## config.mk

```make
export PLATFORM = sky130hd
export DESIGN_NAME = dual_port_ram_be
export DESIGN_NICKNAME = d
export VERILOG_FILES = /design/src/rtl/dual_port_ram_be.sv
export SDC_FILE = /design/constraint.sdc
export NUM_CORES = 1
export LEC_CHECK = 0
export ABC_AREA = 1
export CORE_MARGIN = 2
export CORE_UTILIZATION = 40
export DETAILED_ROUTE_END_ITERATION = 16
export PLACE_DENSITY = 0.62
export SETUP_SLACK_MARGIN = 0.5
export SLEW_MARGIN = 30
export SYNTH_ARGS = -nofsm -noshare
export SYNTH_HDL_FRONTEND = slang
export SYNTH_SLANG_ARGS = --single-unit
```

## constraint.sdc

```tcl
create_clock -name clk -period 4.3 [get_ports clk]
set_clock_uncertainty 0.05 [all_clocks]
set_input_delay 0.645 -clock clk [delete_from_list [all_inputs] [get_ports clk]]
set_output_delay 0.645 -clock clk [all_outputs]
set_load 0.03 [all_outputs]
```

## src/rtl/dual_port_ram_be.sv

```systemverilog
// Simple dual-port RAM with byte-lane write enables, 1- or 2-cycle read latency,
// selectable read-during-write policy and a self-clearing sweep after reset or on request.
module dual_port_ram_be #(
  parameter int                    DATA_WIDTH   = 32,
  parameter int                    ADDR_WIDTH   = 4,
  parameter int                    BYTE_WIDTH   = 8,
  parameter int                    READ_LATENCY = 1,
  parameter int                    RDW_MODE     = 0,
  parameter logic [DATA_WIDTH-1:0] CLEAR_VALUE  = '0
) (
  input  logic                             clk,
  input  logic                             rst,
  input  logic                             we,
  input  logic [DATA_WIDTH/BYTE_WIDTH-1:0] be,
  input  logic [ADDR_WIDTH-1:0]            write_addr,
  input  logic [DATA_WIDTH-1:0]            data_in,
  input  logic                             re,
  input  logic [ADDR_WIDTH-1:0]            read_addr,
  input  logic                             clear,
  output logic [DATA_WIDTH-1:0]            data_out,
  output logic                             data_valid,
  output logic                             busy
);

  localparam int NB    = DATA_WIDTH / BYTE_WIDTH;
  localparam int DEPTH = 1 << ADDR_WIDTH;

  typedef enum logic {
    ST_CLEAR = 1'b0,
    ST_READY = 1'b1
  } state_e;

  state_e                  state_q, state_d;
  logic [ADDR_WIDTH-1:0]   clr_cnt_q, clr_cnt_d;
  logic [DATA_WIDTH-1:0]   mem_q [DEPTH];

  logic                    wr_en;
  logic [ADDR_WIDTH-1:0]   wr_addr;
  logic [DATA_WIDTH-1:0]   wr_data;
  logic [NB-1:0]           wr_be;
  logic [DATA_WIDTH-1:0]   merged_word;
  logic                    rd_en;
  logic [DATA_WIDTH-1:0]   rd_word;

  logic                    rd_valid1_q, rd_valid1_d;
  logic [DATA_WIDTH-1:0]   rd_data1_q, rd_data1_d;
  logic                    rd_valid2_q, rd_valid2_d;
  logic [DATA_WIDTH-1:0]   rd_data2_q, rd_data2_d;

  // The sweep owns the write port while clearing; user accesses are only accepted in READY.
  always_comb begin
    state_d   = state_q;
    clr_cnt_d = clr_cnt_q;
    wr_en     = 1'b0;
    wr_addr   = write_addr;
    wr_data   = data_in;
    wr_be     = be;
    rd_en     = 1'b0;
    case (state_q)
      ST_CLEAR: begin
        wr_en     = 1'b1;
        wr_addr   = clr_cnt_q;
        wr_data   = CLEAR_VALUE;
        wr_be     = '1;
        clr_cnt_d = clr_cnt_q + 1'b1;
        if (clr_cnt_q == {ADDR_WIDTH{1'b1}}) state_d = ST_READY;
      end
      default: begin
        wr_en = we;
        rd_en = re;
        if (clear) begin
          state_d   = ST_CLEAR;
          clr_cnt_d = '0;
        end
      end
    endcase
    if (rst) begin
      wr_en = 1'b0;
      rd_en = 1'b0;
    end
  end

  always_comb begin
    merged_word = mem_q[wr_addr];
    for (int i = 0; i < NB; i++) begin
      if (wr_be[i]) merged_word[i*BYTE_WIDTH +: BYTE_WIDTH] = wr_data[i*BYTE_WIDTH +: BYTE_WIDTH];
    end
  end

  // Write-first mode forwards the merged word; otherwise the array read sees the pre-write value.
  always_comb begin
    rd_word = mem_q[read_addr];
    if (RDW_MODE == 1 && wr_en && (wr_addr == read_addr)) rd_word = merged_word;
  end

  // re is a one-cycle request with no back-pressure; data_valid pulses once per accepted read.
  always_comb begin
    rd_valid1_d = rd_en;
    rd_data1_d  = rd_en ? rd_word : rd_data1_q;
    rd_valid2_d = rd_valid1_q;
    rd_data2_d  = rd_valid1_q ? rd_data1_q : rd_data2_q;
  end

  always_ff @(posedge clk) begin
    if (wr_en) mem_q[wr_addr] <= merged_word;
  end

  always_ff @(posedge clk) begin
    if (rst) begin
      state_q     <= ST_CLEAR;
      clr_cnt_q   <= '0;
      rd_valid1_q <= 1'b0;
      rd_data1_q  <= '0;
      rd_valid2_q <= 1'b0;
      rd_data2_q  <= '0;
    end else begin
      state_q     <= state_d;
      clr_cnt_q   <= clr_cnt_d;
      rd_valid1_q <= rd_valid1_d;
      rd_data1_q  <= rd_data1_d;
      rd_valid2_q <= rd_valid2_d;
      rd_data2_q  <= rd_data2_d;
    end
  end

  assign data_out   = (READ_LATENCY == 2) ? rd_data2_q  : rd_data1_q;
  assign data_valid = (READ_LATENCY == 2) ? rd_valid2_q : rd_valid1_q;
  assign busy       = (state_q == ST_CLEAR);

endmodule

```

### Yosys cells after proc, flatten, opt, wreduce, memory -nomap -nowiden

Memory sizes are Yosys's and may differ from the RTL's. A register that Yosys moved wholly into a read port is not among the register bits.
Cells that the tools add are included.

| word-level totals | value |
|---|---|
| register bits | 6 |
| bits in latches | 0 |
| RAM bits | 512 |
| memory bits (read-only) | 0 |
| bits of input ports | 49 |
| output and inout bits | 34 |
| logic and storage cells | 34 |
| memories | 1 |

| operators by class | value |
|---|---|
| $add $sub $neg | 1 |
| $mul | 0 |
| div/mod/pow operators | 0 |
| magnitude comparators | 0 |
| equal/unequal tests | 6 |
| shift-type cells | 0 |
| mux-type cells | 18 |
| bitwise operators | 1 |
| reductions and logical operators | 4 |

Memories:

| memory | words | bits a word | read ports | clocked after Yosys merged registers in | wr ports | line | RTL |
|---|---|---|---|---|---|---|---|
| mem_q | 16 | 32 | 1 | 1 | 1 | 35 | `logic [DATA_WIDTH-1:0] mem_q [DEPTH];` |

Operators with widths:

| operator | count |
|---|---|
| $mux 32 | 1 |
| $mux 8 | 4 |
| $mux 4 | 4 |
| $mux 1 | 9 |
| $reduce_and 2->1 | 4 |
| $add 4x1->4 const B | 1 |
| $eq 4x4->1 const B | 1 |
| $ne 1x1->1 const B | 4 |
| $ne 2x2->1 const B | 1 |
| $not 1->1 | 1 |

### Depth between registers and ports, before layout

Gate-level depths: netlist (run 1).

| logic depth | value |
|---|---|
| depth after elaboration | 5 |
| depth in mapped cells | 12 |
| mapped depth without buffers | 9 |

### Worst setup path after synthesis (run 1)

Ideal clock, no wire load.

| timing path | value |
|---|---|
| path type | input to register |
| start | in write_addr[2] |
| end | mem mem_q[1][0], enable pin |
| setup time | 0.370 ns |
| data arrival time | 1.676 ns |
| data required time | 3.880 ns |
| setup slack | 2.204 ns |
| stages | 6 |
| buffers on the path | 0 |
| cells stage by stage | or2_0 > o21ai_0 > inv_1 > nor2_2 > nand2_1 > nor2_1 |

| between the ends | value |
|---|---|
| word-level cells in the longest chain between the ends | 1 |

RTL lines:

| element | line | RTL |
|---|---|---|
| start: declaration | 15 | `input logic [ADDR_WIDTH-1:0] write_addr,` |
| $mux 4 | 59 | `case (state_q)` |
| end: declaration | 35 |  |

No other way between the ends.

### Worst setup path in the final report (run 1)

| timing path | value |
|---|---|
| start | reg state_q |
| end | mem mem_q[6][10], enable pin |

| between the ends | value |
|---|---|
| word-level cells in the longest chain between the ends | 5 |
| elaborated cells between the ends (all ways) | 8 |
| classes of those cells | 1 x eq/ne; 6 x mux; 1 x reduce/logical |

RTL lines:

| element | line | RTL |
|---|---|---|
| start: declaration | 33 | `state_e state_q, state_d;` |
| start signal: assignment | 117 | `state_q <= state_d;` |
| $mux 1 | 59 |  |
| $mux 1 | 77 | `if (rst) begin` |
| $mux 1 | 105 | `if (wr_en) mem_q[wr_addr] <= merged_word;` |
| $mux 1 (implied by the code) | 105 |  |
| $reduce_and 2->1 (no source line) | - |  |

Several ways; a longest one is shown, not always the timed one.

==> results of run 1 <==
==> power breakdown <==
part | leakage (µW) | total [µW] | internal (µW) | switching (µW)
Sequential | 0.00443 | 5860 | 5840 | 19.5
Clock | 0.000839 | 4630 | 2700 | 1940
Combinational | 0.00418 | 623 | 188 | 435
==> registers in the layout, summed over array words and instances, names as in the netlist <==
register	cells
data_valid	1
clr_cnt_q	4
mem_q	512
state_q	1
data_out	32
==> how the worst max path moves through the flow <==
stage | cells past startpoint | endpoint | slack [ns] | start
2_1_floorplan | 6 | mem_q[1][0]$_DFFE_PP_ | 2.20 | write_addr[2]
3_3_place_gp | 6 | mem_q[7][13]$_DFFE_PP_ | 1.17 | write_addr[2]
3_5_place_dp | 8 | mem_q[14][24]$_DFFE_PP_ | 1.14 | write_addr[2]
4_1_cts | 5 | mem_q[7][12]$_DFFE_PP_ | 1.26 | state_q$_SDFF_PP0_
5_1_grt | 5 | mem_q[7][8]$_DFFE_PP_ | 1.04 | state_q$_SDFF_PP0_
6_report | 5 | mem_q[6][10]$_DFFE_PP_ | 1.25 | state_q$_SDFF_PP0_
==> stage by stage <==
step	hold WS, ns	power [µW]
after global placement	0.367	6590
after detailed placement	0.379	6600
after global routing	0.414	11500
after floorplan	0.357	6380
after CTS	0.386	11200
final	0.392	11100
==> area by class of cell <==
cell class              instances  area, µm²  share of cell area
well taps                     748        936              0.0367
repair buffers                 97        992              0.0389
clock inverters                31        268              0.0105
multi-input cells            1306       5510               0.216
flip-flops and latches        550      16100               0.633
inverters                      47        186             0.00731
clock buffers                  68       1470              0.0576
==> synthesized netlist by cell type, drive strengths merged <==
cell type  count
clkinv         1
o21ai          9
nor3           1
nor2          75
clkbuf        33
or2            1
nand3        418
nand2        794
buf           90
a21oi          5
dfxtp         38
inv           46
ha             1
o21a           2
edfxtp       512
==> worst register-to-register path, stage by stage (launching register included) <==
cell and delay [ns]:
dfxtp_2 0.56, buf_4 0.41, o21ai_0 0.30, nor2_1 0.29
nand2_1 0.41, nor2_1 0.67
==> kinds of logic after synthesis <==
group	synth area share
AND/OR/NAND/NOR	0.240
flip-flops	0.721
buffers and inverters	0.0341
AO/OA/AOI/OAI	0.00397
adder cells (fa/ha/maj)	0.000559
==> routing by layer <==
| metal | track usage | up-vias | part of all wire |
|---|---|---|---|
| met2 | 0.329 | 576 | 0.47 |
| met3 | 0.0311 | 117 | 0.070 |
| met5 | 0 | - | 0 |
| met4 | 0.0806 | 0 | 0.036 |
| met1 | 0.274 | 7150 | 0.43 |
| li1 | - | 7001 | - |
==> implementation parameters, run 1 <==
Parameter                              Value

Run status
  Outcome ... complete, no violations

Floorplanning
  Initial core utilization ... 0.405
  Height of the die ... about 240 µm
  Area of the core region ... 55200 µm²
  Die area ... a little under 60000 µm²
  Count of pins on the block boundary ... just over 80
  Die Width ... between 200 and 250 µm
  FP Rows ... 86

Routing
  Vias after detailed routing ... around 15000
  Count of TritonRoute iterations in the first routing pass ... 5
  WL per Instance ... between 20 and 25 µm
  Vias/cell ... between 5 and 6
  Final routed wirelength across all metal layers ... roughly 58000 µm
  Post-route ant nets ... 0
  Violation count after the first detailed-routing iteration ... about 1300
  DRC ... 0

Timing
  Upper clock frequency limit ... approximately 330 MHz
  Shortest clock period the worst path allows after layout ... about 3.1 ns
  # setup viols final ... 0
  Final Hold Vio Count ... 0
  Minimum setup slack in the final design ... about 1.2 ns
  Final Max Tran Viols ... 0
  Total negative slack ... 0 ns
  Actual transition at the worst max-transition pin ... approximately 0.9 ns
  Worst relative slew slack ... 0.402
  RSZ-0062 raised after global routing ... no
  Final clock period utilization by the worst path ... 0.710

Critical path
  Kind of capture point of the worst setup path ... flop
  Path type of the worst setup path ... reg -> reg
  Worst Reg-to-Reg Cells ... 5
  Worst Path Max Fanout ... 24
  Buffer and inverter count on the worst path ... 1
  Top delay family on crit path ... simple AND/OR/NAND/NOR gates
  Max stage delay on crit path ... about 0.66 ns
  Critical path data required time ... approximately 4.5 ns
  Worst reg-to-reg setup slack ... roughly 1.2 ns
  Worst reg2reg path startpoint ... state_q$_SDFF_PP0_
  Most common cell on crit path ... nor2_1
  Slowest stage cell, crit path ... nor2_1
  Critical register-to-register path endpoint ... mem_q[6][10]$_DFFE_PP_
  Critical path startpoint category ... flop
  Cell-by-cell listing of the critical path ... buf_4 > o21ai_0 > nor2_1 > nand2_1 > nor2_1
  Worst Path Arrival ... approximately 3.2 ns

Pwr
  IR drop worst, VDD ... slightly below 0.0005 V
  Total power per unit cell area ... approximately 440 nW/µm²
  Leak Pwr ... around 0.0094 µW

Logic synthesis
  Proportion of netlist area held by the largest area contributor ... 0.687
  Post-synthesis instance total ... between 2000 and 2500
  Post-Synthesis Cell Area ... approximately 22000 µm²
  Synth Warn # ... 0
  Number of nets in the synthesized netlist ... 2076
  Count of distinct cell types in the synthesized netlist ... 21
  Sequential element share of the synthesized area ... 0.721
  Top cells by area, synth ... edfxtp_1, nand2_1, nand3_1
  Register bit total from synthesis ... 550
  Synth Area per Inst ... 11.0 µm²
  Yosys top cell by area ... edfxtp_1

Placed design
  Input/output buffers ... 82
  Total half-perimeter wirelength after legalization and detailed placement ... 35000 µm
  Routability congestion estimate ... approximately 0.85
  Area after detailed placement ... about 24000 µm²
  Worst slack at placement ... about 1.1 ns
  Cells after DPL ... around 2700

Finish
  Inserted Diodes ... 0
  Commonest non-fill, non-tap cells in the layout ... nand2_1, edfxtp_1, nand3_1, clkdlybuf4s50_1, nor2_1
  Final cell utilization of the core ... 0.462
  Signed area change from the synthesized netlist to the final layout ... 14.0%
  Fill count ... 4997
  Design area ... 25500 µm²
  Leading cell type in the layout, fill and taps excluded ... nand2_1
  Final Instance Count excl. Fillers ... between 2000 and 3000
  Fraction of final layout cells sized beyond drive strength 1 ... 0.0491
  Nets@finish ... between 2000 and 2500

Clock tree
  Skew-Pair Late Insertion Delay ... 0.60 ns
  Number of gates resized after cts ... 0
  Hold-fix buffer count after cts ... 0
  Count of buffers added by post-CTS timing repair for setup ... 0
  CTS clk-pin slew, worst paths ... 0.06 ns
  Clk root buf ... clkbuf_16
  Max H-tree Level ... 2
  Clock tree from TritonCTS ... yes
  # clock sinks ... 550
  Number of CTS-inserted buffers ... 55
  Maximum root-to-sink buffer count ... 3

Global routing
  Pin count of the biggest net entering global routing ... roughly 260
  Remaining global-route overflow ... 0
  Number of antenna violations at the first check in global routing ... 0
  Vias in the first global route ... between 10000 and 15000
  Global-route wire length before repair ... 87400 µm
  All-layer global routing usage ... 0.203

Flow run
  Max Cap Violations ... 0

Worst hold path
  Terminating pin of the worst hold path ... clr_cnt_q[3]$_SDFFE_PP0P_
  Kind of path behind the tightest hold check ... reg -> reg
  Cell count of the worst hold path ... 1
  Hold path startpoint ... clr_cnt_q[3]$_SDFFE_PP0P_
Power figures use the tool's default switching activity.
==> inputs of run 2 (changes only) <==
==> constraint.sdc (replaced) <==
create_clock -name clk -period 2.9 [get_ports clk]
set_clock_uncertainty 0.05 [all_clocks]
set_input_delay 0.435 -clock clk [delete_from_list [all_inputs] [get_ports clk]]
set_output_delay 0.435 -clock clk [all_outputs]
set_load 0.03 [all_outputs]
==> run 2 against run 1 <==
Net effect:
- clock power up 57%
- clock-buffer cell count grew 12
- maximum frequency grew 26%
- critical path depth grew 2
- critical endpoint is now mem_q[4][9]$_DFFE_PP_
==> implementation parameters, run 2 (same netlist as run 1, synthesis figures left out) <==
Parameter                              Value

Worst hold path
  Kind of path behind the tightest hold check ... reg -> reg
  Hold path startpoint ... clr_cnt_q[3]$_SDFFE_PP0P_
  Cell count of the worst hold path ... 1 (unchanged)
  Terminating pin of the worst hold path ... clr_cnt_q[3]$_SDFFE_PP0P_

Finish
  Fraction of final layout cells sized beyond drive strength 1 ... 0.0861 (+0.0371)
  Inserted Diodes ... 0 (unchanged)
  Register with the highest flop count ... mem_q
  Flip-flop count of the largest register after layout ... 512 (unchanged)
  Commonest non-fill, non-tap cells in the layout ... nand2_1, edfxtp_1, nand3_1, buf_4, clkdlybuf4s50_1
  Final Instance Count excl. Fillers ... 2919 (+2.5%)
  Signed area change from the synthesized netlist to the final layout ... 17.0%
  Nets@finish ... 2176 (+3.3%)
  Fill count ... 4956 (-0.82%)
  Leading cell type in the layout, fill and taps excluded ... nand2_1

Critical path
  Max stage delay on crit path ... 0.41 ns (-0.25 ns)
  Worst reg-to-reg setup slack ... 0.49 ns (-0.76 ns)
  Critical path startpoint category ... flop
  Slowest stage cell, crit path ... dfxtp_4
  Worst Path Max Fanout ... 20 (-17%)
  Critical path data required time ... 3.16 ns (-1.32 ns)
  Worst Path Arrival ... 2.67 ns (-0.56 ns)
  Cell-by-cell listing of the critical path ... inv_2 > or2_0 > o21ai_0 > nor2_1 > nand2_1 > nor2_1 > buf_4
  Kind of capture point of the worst setup path ... flop
  Critical register-to-register path endpoint ... mem_q[4][9]$_DFFE_PP_
  Worst Reg-to-Reg Cells ... 7 (+2)
  Path type of the worst setup path ... reg -> reg
  Most common cell on crit path ... nor2_1
  Worst reg2reg path startpoint ... state_q$_SDFF_PP0_

Global routing
  All-layer global routing usage ... 0.206 (+0.00312)
  Remaining global-route overflow ... 0 (unchanged)
  Global-route wire length before repair ... 88600 µm (+1.4%)
  Number of antenna violations at the first check in global routing ... 0 (unchanged)
  Vias in the first global route ... 15200 (+3.9%)
  Pin count of the biggest net entering global routing ... 137 (-47%)

Clock tree
  # clock sinks ... 550 (unchanged)
  Clk root buf ... clkbuf_16
  Skew-Pair Late Insertion Delay ... 0.61 ns (about the same)
  Maximum root-to-sink buffer count ... 3 (unchanged)
  Number of CTS-inserted buffers ... 55 (unchanged)
  Max H-tree Level ... 2 (unchanged)
  Hold-fix buffer count after cts ... 0 (unchanged)
  CTS clk-pin slew, worst paths ... 0.06 ns (about the same)
  Clock tree from TritonCTS ... yes
  Count of buffers added by post-CTS timing repair for setup ... 0 (unchanged)
  Number of gates resized after cts ... 3 (+3)

Timing
  Upper clock frequency limit ... 414 MHz (+26%)
  Worst relative slew slack ... 0.443 (+0.0416)
  Total negative slack ... 0 ns (unchanged)
  Final Max Tran Viols ... 0 (unchanged)
  Shortest clock period the worst path allows after layout ... 2.41 ns (-0.638 ns)
  Final Hold Vio Count ... 0 (unchanged)
  RSZ-0062 raised after global routing ... yes
  # setup viols final ... 0 (unchanged)
  Minimum setup slack in the final design ... 0.486 ns (-0.762 ns)
  Final clock period utilization by the worst path ... 0.833 (+0.123)
  Actual transition at the worst max-transition pin ... 0.834 ns (-0.0632 ns)

Pwr
  Leak Pwr ... 0.00990 µW (+4.9%)
  Total power per unit cell area ... 647 nW/µm² (+48%)
  IR drop worst, VDD ... 0.000426 V (-12%)

Routing
  Post-route ant nets ... 0 (unchanged)
  WL per Instance ... 20.1 µm (-1.1%)
  Count of TritonRoute iterations in the first routing pass ... 5 (unchanged)
  Final routed wirelength across all metal layers ... 58600 µm (+1.4%)
  Vias/cell ... 5.20 (-0.26%)
  Vias after detailed routing ... 15200 (+2.3%)
  DRC ... 0 (unchanged)
  Violation count after the first detailed-routing iteration ... 1674 (+25%)

Floorplanning
  FP Rows ... 86 (unchanged)
  Area of the core region ... 55200 µm² (unchanged)
  Die Width ... 240 µm (unchanged)
  Die area ... 57800 µm² (unchanged)
  Initial core utilization ... 0.405 (unchanged)
  Count of pins on the block boundary ... 83 (unchanged)
  Height of the die ... 240 µm (unchanged)

Placed design
  Total half-perimeter wirelength after legalization and detailed placement ... 35300 µm (+0.81%)
  Cells after DPL ... 2817 (+2.5%)
  Input/output buffers ... 82 (unchanged)
  Worst slack at placement ... 0.232 ns (-0.907 ns)
  Routability congestion estimate ... 0.866 (+1.5%)

Run status
  Outcome ... complete, no violations

Flow run
  Max Cap Violations ... 0 (unchanged)
==> run 2: cell types whose count changed in the layout (fill, tap and decap cells not counted), moves of 3 or more <==
cell / before / now
buf_12: 4 / 7
buf_4: 11 / 78
clkbuf_8: 0 / 9
clkinv_1: 17 / 8
clkinvlp_4: 3 / 0
nand2_1: 794 / 786
nand2_2: 0 / 8
o21ai_1: 0 / 4
o21ai_4: 3 / 0
==> run 2: power breakdown <==
part	switching (µW)	internal (µW)
registers	28.9	8660
clock network	2880	4390
logic	646	303
==> run 2: how the worst max path moves through the flow <==
stage / endpoint / from / cells after the start / slack (ns)
after floorplan: mem_q[10][0]$_DFFE_PP_ / state_q$_SDFF_PP0_ / 7 / 0.93
after global placement: mem_q[1][8]$_DFFE_PP_ / write_addr[2] / 8 / 0.22
after detailed placement: mem_q[1][8]$_DFFE_PP_ / write_addr[2] / 8 / 0.23
after CTS: mem_q[0][20]$_DFFE_PP_ / state_q$_SDFF_PP0_ / 8 / 0.58
after global routing: mem_q[0][20]$_DFFE_PP_ / state_q$_SDFF_PP0_ / 8 / 0.38
final: mem_q[4][9]$_DFFE_PP_ / state_q$_SDFF_PP0_ / 7 / 0.49
==> run 2: through the flow <==
stage / power, µW / hold WS, ns / util / instance area, µm²
after floorplan: 9460 / 0.357 / - / 22400
after global routing: 17400 / 0.438 / 0.474 / 26200
after detailed placement: 9800 / 0.389 / 0.440 / 24300
after global placement: 9790 / 0.367 / 0.439 / 24300
after CTS: 17000 / 0.404 / 0.474 / 26100
final: 16900 / 0.408 / 0.474 / 26200
==> run 2: cell type report <==
class,instances,area (µm²),share of cell area
inverters,47,186,0.00713
flip-flops and latches,550,16100,0.617
repair buffers,166,1530,0.0584
multi-input cells,1306,5500,0.210
clock inverters,22,251,0.00961
well taps,748,936,0.0358
clock buffers,80,1620,0.0621
==> run 2: worst max-delay path, delay by kind of cell, from the launching register on <==
family / cells / cell delay [ns]
AND/OR/NAND/NOR: 4 / 1.09
flip-flops: 1 / 0.41
buffers and inverters: 2 / 0.37
AO/OA/AOI/OAI: 1 / 0.21
==> run 2: metal layers <==
layer | GRT usage | share of wire
met1 | 0.275 | 0.42
met2 | 0.339 | 0.47
met3 | 0.0321 | 0.076
met4 | 0.0779 | 0.032
met5 | 0 | 0
